$ cat config.mk
export PLATFORM = sky130hd
export DESIGN_NAME = alu_scheduler
export DESIGN_NICKNAME = d
export VERILOG_FILES = /design/src/rtl/alu_pkg.sv /design/src/rtl/rr_arbiter_2.sv /design/src/rtl/alu_scheduler.sv
export SDC_FILE = /design/constraint.sdc
export NUM_CORES = 1
export LEC_CHECK = 0
export CAP_MARGIN = 0
export CORE_MARGIN = 2
export CORE_UTILIZATION = 30
export DETAILED_ROUTE_END_ITERATION = 7
export PLACE_DENSITY_LB_ADDON = 0.1
export SETUP_SLACK_MARGIN = 0.5
export SLEW_MARGIN = 30
export SYNTH_ARGS = -nofsm -noshare
export SYNTH_HDL_FRONTEND = slang
export SYNTH_SLANG_ARGS = --single-unit
$ cat constraint.sdc
create_clock -name Clk -period 2.7 [get_ports Clk]
set_input_delay 0.27 -clock Clk [delete_from_list [all_inputs] [get_ports Clk]]
set_output_delay 0.27 -clock Clk [all_outputs]
set_load 0.1 [all_outputs]
$ cat src/rtl/alu_pkg.sv
`default_nettype none
// ============================================================================
// alu_pkg : opcodes, width defaults and scheduler state encoding for the ALU
// Revision: 1.0
// ============================================================================
package alu_pkg;

  localparam int ALU_INPUT_BIT_WIDTH = 8;
  localparam int ALU_INSTR_BIT_WIDTH = 5;
  localparam int ALU_FLAGS_COUNT     = 1;

  localparam logic [ALU_INSTR_BIT_WIDTH-1:0] CODE_INSTR_NOP  = 5'd0;
  localparam logic [ALU_INSTR_BIT_WIDTH-1:0] CODE_INSTR_ADD  = 5'd1;
  localparam logic [ALU_INSTR_BIT_WIDTH-1:0] CODE_INSTR_SUB  = 5'd2;
  localparam logic [ALU_INSTR_BIT_WIDTH-1:0] CODE_INSTR_MUL  = 5'd3;
  localparam logic [ALU_INSTR_BIT_WIDTH-1:0] CODE_INSTR_DIV  = 5'd4;
  localparam logic [ALU_INSTR_BIT_WIDTH-1:0] CODE_INSTR_SHL  = 5'd5;
  localparam logic [ALU_INSTR_BIT_WIDTH-1:0] CODE_INSTR_SHR  = 5'd6;
  localparam logic [ALU_INSTR_BIT_WIDTH-1:0] CODE_INSTR_ROL  = 5'd7;
  localparam logic [ALU_INSTR_BIT_WIDTH-1:0] CODE_INSTR_ROR  = 5'd8;
  localparam logic [ALU_INSTR_BIT_WIDTH-1:0] CODE_INSTR_AND  = 5'd9;
  localparam logic [ALU_INSTR_BIT_WIDTH-1:0] CODE_INSTR_XOR  = 5'd10;
  localparam logic [ALU_INSTR_BIT_WIDTH-1:0] CODE_INSTR_OR   = 5'd11;
  localparam logic [ALU_INSTR_BIT_WIDTH-1:0] CODE_INSTR_NAND = 5'd12;
  localparam logic [ALU_INSTR_BIT_WIDTH-1:0] CODE_INSTR_XNOR = 5'd13;
  localparam logic [ALU_INSTR_BIT_WIDTH-1:0] CODE_INSTR_GTH  = 5'd14;
  localparam logic [ALU_INSTR_BIT_WIDTH-1:0] CODE_INSTR_EQU  = 5'd15;

  typedef enum logic [1:0] {
    ST_IDLE  = 2'd0,
    ST_ISSUE = 2'd1,
    ST_WAIT  = 2'd2,
    ST_RESP  = 2'd3
  } sched_state_t;

endpackage
`default_nettype wire

$ cat src/rtl/rr_arbiter_2.sv
`default_nettype none
// ============================================================================
// rr_arbiter_2 : two-way round-robin arbiter, one-hot winner (combinational)
// Revision: 1.0
// ============================================================================
module rr_arbiter_2 (
  input  logic [1:0] valid,
  input  logic       last_served,
  output logic [1:0] winner
);

  // On a tie the requester that was not served last wins.
  always_comb begin
    winner = valid;
    if (valid == 2'b11) begin
      winner = last_served ? 2'b01 : 2'b10;
    end
  end

endmodule
`default_nettype wire

$ cat src/rtl/alu_scheduler.sv
`default_nettype none
// ============================================================================
// alu_scheduler : shares one ALU between two requesters with round-robin
//                 arbitration, bounded wait for Ready and a tagged response.
// Revision: 1.0
// ============================================================================
module alu_scheduler #(
  parameter int INPUT_BIT_WIDTH = alu_pkg::ALU_INPUT_BIT_WIDTH,
  parameter int INSTR_BIT_WIDTH = alu_pkg::ALU_INSTR_BIT_WIDTH,
  parameter int FLAGS_COUNT     = alu_pkg::ALU_FLAGS_COUNT,
  parameter int TIMEOUT_CYCLES  = 64,
  parameter logic [INSTR_BIT_WIDTH-1:0] CODE_INSTR_NOP = '0
) (
  input  logic                       Clk,
  input  logic                       Reset_n,
  input  logic                       Req0Valid,
  input  logic [INSTR_BIT_WIDTH-1:0] Req0Instruction,
  input  logic [INPUT_BIT_WIDTH-1:0] Req0A,
  input  logic [INPUT_BIT_WIDTH-1:0] Req0B,
  input  logic                       Req1Valid,
  input  logic [INSTR_BIT_WIDTH-1:0] Req1Instruction,
  input  logic [INPUT_BIT_WIDTH-1:0] Req1A,
  input  logic [INPUT_BIT_WIDTH-1:0] Req1B,
  output logic                       Req0Grant,
  output logic                       Req1Grant,
  output logic                       RespValid,
  output logic                       RespId,
  output logic [INPUT_BIT_WIDTH-1:0] RespResultA,
  output logic [INPUT_BIT_WIDTH-1:0] RespResultB,
  output logic [FLAGS_COUNT-1:0]     RespFlags,
  output logic                       RespError,
  output logic [INSTR_BIT_WIDTH-1:0] AluInstruction,
  output logic [INPUT_BIT_WIDTH-1:0] AluInputA,
  output logic [INPUT_BIT_WIDTH-1:0] AluInputB,
  input  logic [INPUT_BIT_WIDTH-1:0] AluResultA,
  input  logic [INPUT_BIT_WIDTH-1:0] AluResultB,
  input  logic [FLAGS_COUNT-1:0]     AluFlags,
  input  logic                       AluReady,
  output logic                       Busy
);

  import alu_pkg::*;

  localparam int CNT_W = $clog2(TIMEOUT_CYCLES + 1);

  sched_state_t state, state_next;
  logic [1:0]   winner;
  logic         last_served;
  logic         serve_id;
  logic [CNT_W-1:0] count;
  logic         timeout_hit;

  rr_arbiter_2 u_arb (
    .valid       ({Req1Valid, Req0Valid}),
    .last_served (last_served),
    .winner      (winner)
  );

  // The count is zero on the first WAIT cycle, so the abort lands on the
  // (TIMEOUT_CYCLES+1)th WAIT cycle: error response TIMEOUT_CYCLES+2 after Grant.
  assign timeout_hit = (count == CNT_W'(TIMEOUT_CYCLES));

  always_ff @(posedge Clk or negedge Reset_n) begin
    if (!Reset_n) state <= ST_IDLE;
    else          state <= state_next;
  end

  always_comb begin
    state_next = state;
    unique case (state)
      ST_IDLE:  if (Req0Valid || Req1Valid) state_next = ST_ISSUE;
      ST_ISSUE: state_next = ST_WAIT;
      ST_WAIT:  if (AluReady || timeout_hit) state_next = ST_RESP;
      ST_RESP:  state_next = ST_IDLE;
      default:  state_next = ST_IDLE;
    endcase
  end

  always_ff @(posedge Clk or negedge Reset_n) begin
    if (!Reset_n) begin
      last_served    <= 1'b1;
      serve_id       <= 1'b0;
      count          <= '0;
      Req0Grant      <= 1'b0;
      Req1Grant      <= 1'b0;
      RespValid      <= 1'b0;
      RespId         <= 1'b0;
      RespResultA    <= '0;
      RespResultB    <= '0;
      RespFlags      <= '0;
      RespError      <= 1'b0;
      AluInstruction <= CODE_INSTR_NOP;
      AluInputA      <= '0;
      AluInputB      <= '0;
      Busy           <= 1'b0;
    end else begin
      Req0Grant <= 1'b0;
      Req1Grant <= 1'b0;
      RespValid <= 1'b0;
      Busy      <= (state_next != ST_IDLE);
      unique case (state)
        ST_IDLE: begin
          if (winner != 2'b00) begin
            serve_id       <= winner[1];
            last_served    <= winner[1];
            AluInstruction <= winner[1] ? Req1Instruction : Req0Instruction;
            AluInputA      <= winner[1] ? Req1A : Req0A;
            AluInputB      <= winner[1] ? Req1B : Req0B;
            Req0Grant      <= winner[0];
            Req1Grant      <= winner[1];
          end
        end
        ST_ISSUE: count <= '0;
        ST_WAIT: begin
          if (AluReady) begin
            RespResultA    <= AluResultA;
            RespResultB    <= AluResultB;
            RespFlags      <= AluFlags;
            RespError      <= 1'b0;
            RespValid      <= 1'b1;
            RespId         <= serve_id;
            AluInstruction <= CODE_INSTR_NOP;
          end else if (timeout_hit) begin
            RespResultA    <= '0;
            RespResultB    <= '0;
            RespFlags      <= '0;
            RespError      <= 1'b1;
            RespValid      <= 1'b1;
            RespId         <= serve_id;
            AluInstruction <= CODE_INSTR_NOP;
          end else begin
            count <= count + CNT_W'(1);
          end
        end
        ST_RESP: ;
        default: ;
      endcase
    end
  end

endmodule
`default_nettype wire

======== After elaboration in Yosys (flattened, before gate mapping) ========
Index checks and enable logic that the tools add are counted.
W data, S select, Z words.
cells by class
  muxes and demuxes ....................... 31
  reductions and logical operators ........ 12
  $add $sub $neg .......................... 1
  eq/ne operators ......................... 9
operator list
  cell                   number
  $mux W8                5
  $mux W5                4
  $mux W7                2
  $pmux W7 S2            1
  $mux W1                13
  $pmux W5 S2            1
  $reduce_bool A2 Y1     5
  $mux W2                4
  $pmux W2 S4            1
  $add A7 B1 Y7 const B  1
  $eq A7 B7 Y1 const B   1
  $eq A2 B2 Y1 const B   3
  $ne A2 B2 Y1 const B   3
  $reduce_and A3 Y1      2
  $reduce_and A2 Y1      2
  $ne A3 B3 Y1 const B   1
  $eq A2 B1 Y1 const B   1
  $logic_not A2 Y1       1
  $logic_or A1 B1 Y1     2
storage, ports and cells
  bits of input ports ..................... 64
  register bits after elaboration ......... 55
  logic and storage cells ................. 69
  output and inout bits ................... 44

======== Logic depth before layout (Yosys ltp) ========
  depth after elaboration ................. 5
  mapped depth ............................ 7
  gate-level depth less buffers ........... 6

======== Hierarchy ========
Synthesis repeated with hierarchy kept, for this count alone.
unflattened totals
  cell total of the unflattened synthesis .. 257
  area, all modules ....................... 2,736.4 um^2
modules (own cells, without submodules)
  module         sequential area each (um^2)  area each (um^2)  instances  cells each
  alu_scheduler  1,377.6                      2,717.6           1          254
  rr_arbiter_2   0.0                          18.8              1          3

======== Worst setup path before layout ========
OpenSTA, ideal clock, no wires.
  kind .................................... register -> register
  start ................................... register count[3]
  end ..................................... register count[6]
  period minus slack after synthesis ...... 1.830 ns
  cell stages (with the launch flop) ...... 5
  path buffers ............................ 0
  required time ........................... 2.582 ns
  arrival ................................. 1.711 ns
  setup time .............................. 0.118 ns
  slack ................................... 0.870 ns
  cells stage by stage .................... dfrtp_1 -> or4_4 -> o21ai_2 -> mux2_2 -> a21o_1
on the way
  longest elaborated chain between the ends .. 4
  elaborated cells on any way between the ends .. 7
  classes of those cells .................. 1 x add/sub; 2 x eq/ne; 3 x mux; 1 x reduce/logical
ends and longest elaborated chain
  element                 RTL line              source
  start, declared         alu_scheduler.sv:50   logic [CNT_W-1:0] count;
  start signal, assigned  alu_scheduler.sv:132  count <= count + CNT_W'(1);
  $add A7 B1 Y7           alu_scheduler.sv:132
  $mux W7                 alu_scheduler.sv:123  end else if (timeout_hit) begin
  $mux W7                 alu_scheduler.sv:115  if (AluReady) begin
  $pmux W7 S2             alu_scheduler.sv:101  unique case (state)
Several ways; a longest one is shown, not always the timed one. The select of a mux whose other input is x is not followed.
A chain may end at the register's enable or synchronous reset.

======== Worst setup path in the final report ========
Same ends and word-level chain as after synthesis.

==> metrics.txt <==
Routed Antenna Nets 0; crit share post-route 0.722; Post-Synthesis Cell Area 2410 um^2; r2r setup slk 0.75 ns; routed vias 1,910; clk buf depth 2; IO buf count 107; Skew-Pair Late Insertion Delay 0.30 ns; Synth Area per Inst 11.5 um^2; critical path arrival 2.15 ns; Post-synth EDFFs 0; vias in the first global route 1,814; Residual DRC 0; Tmin final 1.95 ns; ys flop type dfrtp_1; Nets 387; Inserted Diodes 0; hold slack 0.440 ns; die width 93.6 um; CTS tree built; worst-path fanout max 9; WS Path Type reg -> reg; critical path capture point type register; Fin. Hold Viols 0; Max Cap Viol 0; GRT Util Overall 0.132; Num CTS Buffers 5; final setup fails 0; Worst Skew 0.00668 ns; Worst Path Required 2.90 ns; Routed WL 5760 um; htree depth 2; row cnt 32; die height 93.6 um; 1st-iter DRT viols 44; f_max 0.513 GHz; status finished, final reports clean; largest net degree at the start of global routing 31; Worst-Margin Slew 0.695 ns; average vias per placed instance 4.56; GPL Wtd Cong 0.727; start of the worst register-to-register path count[3]; worst reg2reg path endpoint count[6]; Yosys top cell area share 0.562; total gr overflow 0; area leader, netlist dfrtp_1; Area contributors post-synth dfrtp_1 56%, mux2i_1 8.7%, a22o_1 6.2%; YS warnings 0; setup TNS 0 ns; drt pass-1 iters 4; Async SR Flop Fraction 1.00; syn_nets 279; Root Buffer Master clkbuf_8; Sink Count 55; Critical Path Source Type register; CTS resizes 0; area delta synth->final 48.3%; RSZ-0062 raised after global routing false; global-route wire length before repair 9200 um; antenna violations before repair 0; Reg2Reg Depth 4; cell count after synthesis 210; pins over their slew limit 0; initial core utilization 0.310; die area 8750 um^2; hpwl dp 4340 um; register bit total from synthesis 55; Max-Slew Margin vs Limit 0.537; core area 7770 um^2; I/O Pins 108; Yosys cell types 35; routed length per instance 13.7 um; post-synthesis sequential area ratio 0.573; clk slew on worst S/H paths 0.09 ns; Hold Crit Class in -> async; fraction of layout cells with a size suffix above 1 0.205
==> kinds of logic after synthesis <==
group                    count (synthesis)  synth area share
AO/OA/AOI/OAI                           59             0.164
XOR/XNOR                                 1           0.00364
adder cells (fa/ha/maj)                  5            0.0260
buffers and inverters                   20            0.0364
flip-flops                              55             0.573
multiplexers                            23            0.0983
AND/OR/NAND/NOR                         47            0.0988
==> cells in the mapped netlist (2+ instances only) <==
cell	n
a21o_1	8
a21oi_1	4
a22o_1	17
a31oi_1	2
and2_1	2
buf_2	4
clkbuf_1	5
dfrtp_1	54
ha_1	5
inv_1	9
mux2i_1	21
nand2_1	23
nand3_1	6
nor3_1	6
o21ai_0	24
==> metal layers <==
metal | GRT usage | part of all wire
met1 | 0.184 | 0.45
met2 | 0.210 | 0.49
met3 | 0.0322 | 0.056
met4 | 0.0254 | 0.0040
met5 | 0 | 0
==> placed cells by master (no fill, tap or decap) <==
| cell type | netlist | routed |
|---|---|---|
| nand2b_1 | 1 | 1 |
| o21a_1 | 1 | 1 |
| clkbuf_8 | 0 | 5 |
| a21oi_1 | 4 | 4 |
| mux2_2 | 1 | 1 |
| and2_1 | 2 | 2 |
| inv_1 | 9 | 9 |
| or2_2 | 1 | 1 |
| nand2_1 | 23 | 23 |
| or4b_2 | 1 | 1 |
| o21ai_2 | 1 | 2 |
| nand4_1 | 1 | 1 |
| mux2i_1 | 21 | 21 |
| o21ai_0 | 24 | 23 |
| a22o_1 | 17 | 17 |
| nor3_1 | 6 | 6 |
| nand2b_4 | 1 | 1 |
| xor2_1 | 1 | 1 |
| clkinvlp_4 | 0 | 1 |
| or4_4 | 1 | 1 |
| clkdlybuf4s50_1 | 0 | 62 |
| nand3_1 | 6 | 6 |
| buf_2 | 4 | 1 |
| nor2_1 | 1 | 1 |
| nor2b_1 | 1 | 1 |
| a21boi_4 | 0 | 1 |
| o21ba_1 | 1 | 1 |
| buf_4 | 0 | 48 |
| dfrtp_1 | 54 | 54 |
| a21o_1 | 8 | 8 |
| ha_1 | 5 | 5 |
| a31oi_1 | 2 | 2 |
| mux2_4 | 1 | 1 |
| and4_1 | 1 | 1 |
| dfstp_2 | 1 | 1 |
| dlygate4sd3_1 | 0 | 1 |
| and3_1 | 1 | 1 |
==> state kept, by name, indices dropped and copies added (netlist names) <==
| register | flops |
|---|---|
| RespFlags | 1 |
| Busy | 1 |
| count | 7 |
| AluInputA | 8 |
| Req0Grant | 1 |
| RespId | 1 |
| state | 2 |
| AluInstruction | 5 |
| AluInputB | 8 |
| RespValid | 1 |
| last_served | 1 |
| RespError | 1 |
| RespResultA | 8 |
| serve_id | 1 |
| RespResultB | 8 |
| Req1Grant | 1 |
==> how the worst max path moves through the flow <==
stage | slack [ns] | endpoint | cells after the start | startpoint
2_1_floorplan | 0.87 | count[6] | 4 | count[3]
3_3_place_gp | 0.73 | Busy | 5 | Req0Valid
3_5_place_dp | 0.73 | Busy | 5 | Req0Valid
4_1_cts | 0.74 | count[6] | 6 | state[0]
5_1_grt | 0.61 | count[6] | 6 | state[0]
6_report | 0.75 | count[6] | 4 | count[3]
==> through the flow <==
stage	area, um^2	worst slack, ns	std cells	util
after floorplan	2410	0.870	210	-
after global placement	3480	0.728	412	0.448
after detailed placement	3480	0.731	412	0.448
after CTS	3570	0.743	419	0.459
after global routing	3570	0.609	419	0.459
final	3570	0.751	419	0.459
==> cell type report <==
| class | instances | area [um^2] |
|---|---|---|
| clock buffers | 5 | 68.8 |
| clock inverters | 1 | 7.51 |
| fillers | 757 | 4200 |
| inverters | 9 | 33.8 |
| multi-input cells | 135 | 956 |
| flip-flops and latches | 55 | 1380 |
| well taps | 102 | 128 |
| repair buffers | 112 | 996 |
==> worst max-delay path, stage by stage, from the launching register on <==
cell and delay [ns]:
dfrtp_1 0.43, or4_4 0.55, o21ai_2 0.32, mux2_2 0.38
a21o_1 0.17
==> timing repair <==
item / 4_1_cts / 5_1_grt
buffers inserted: 0 / 0
hold buffers: 1 / 0
endpoints found under the hold margin: 16 / 0
Power is left out: the tool's default activity adds up to more than one toggle a clock period on the data nets, which glitch-free logic cannot reach.
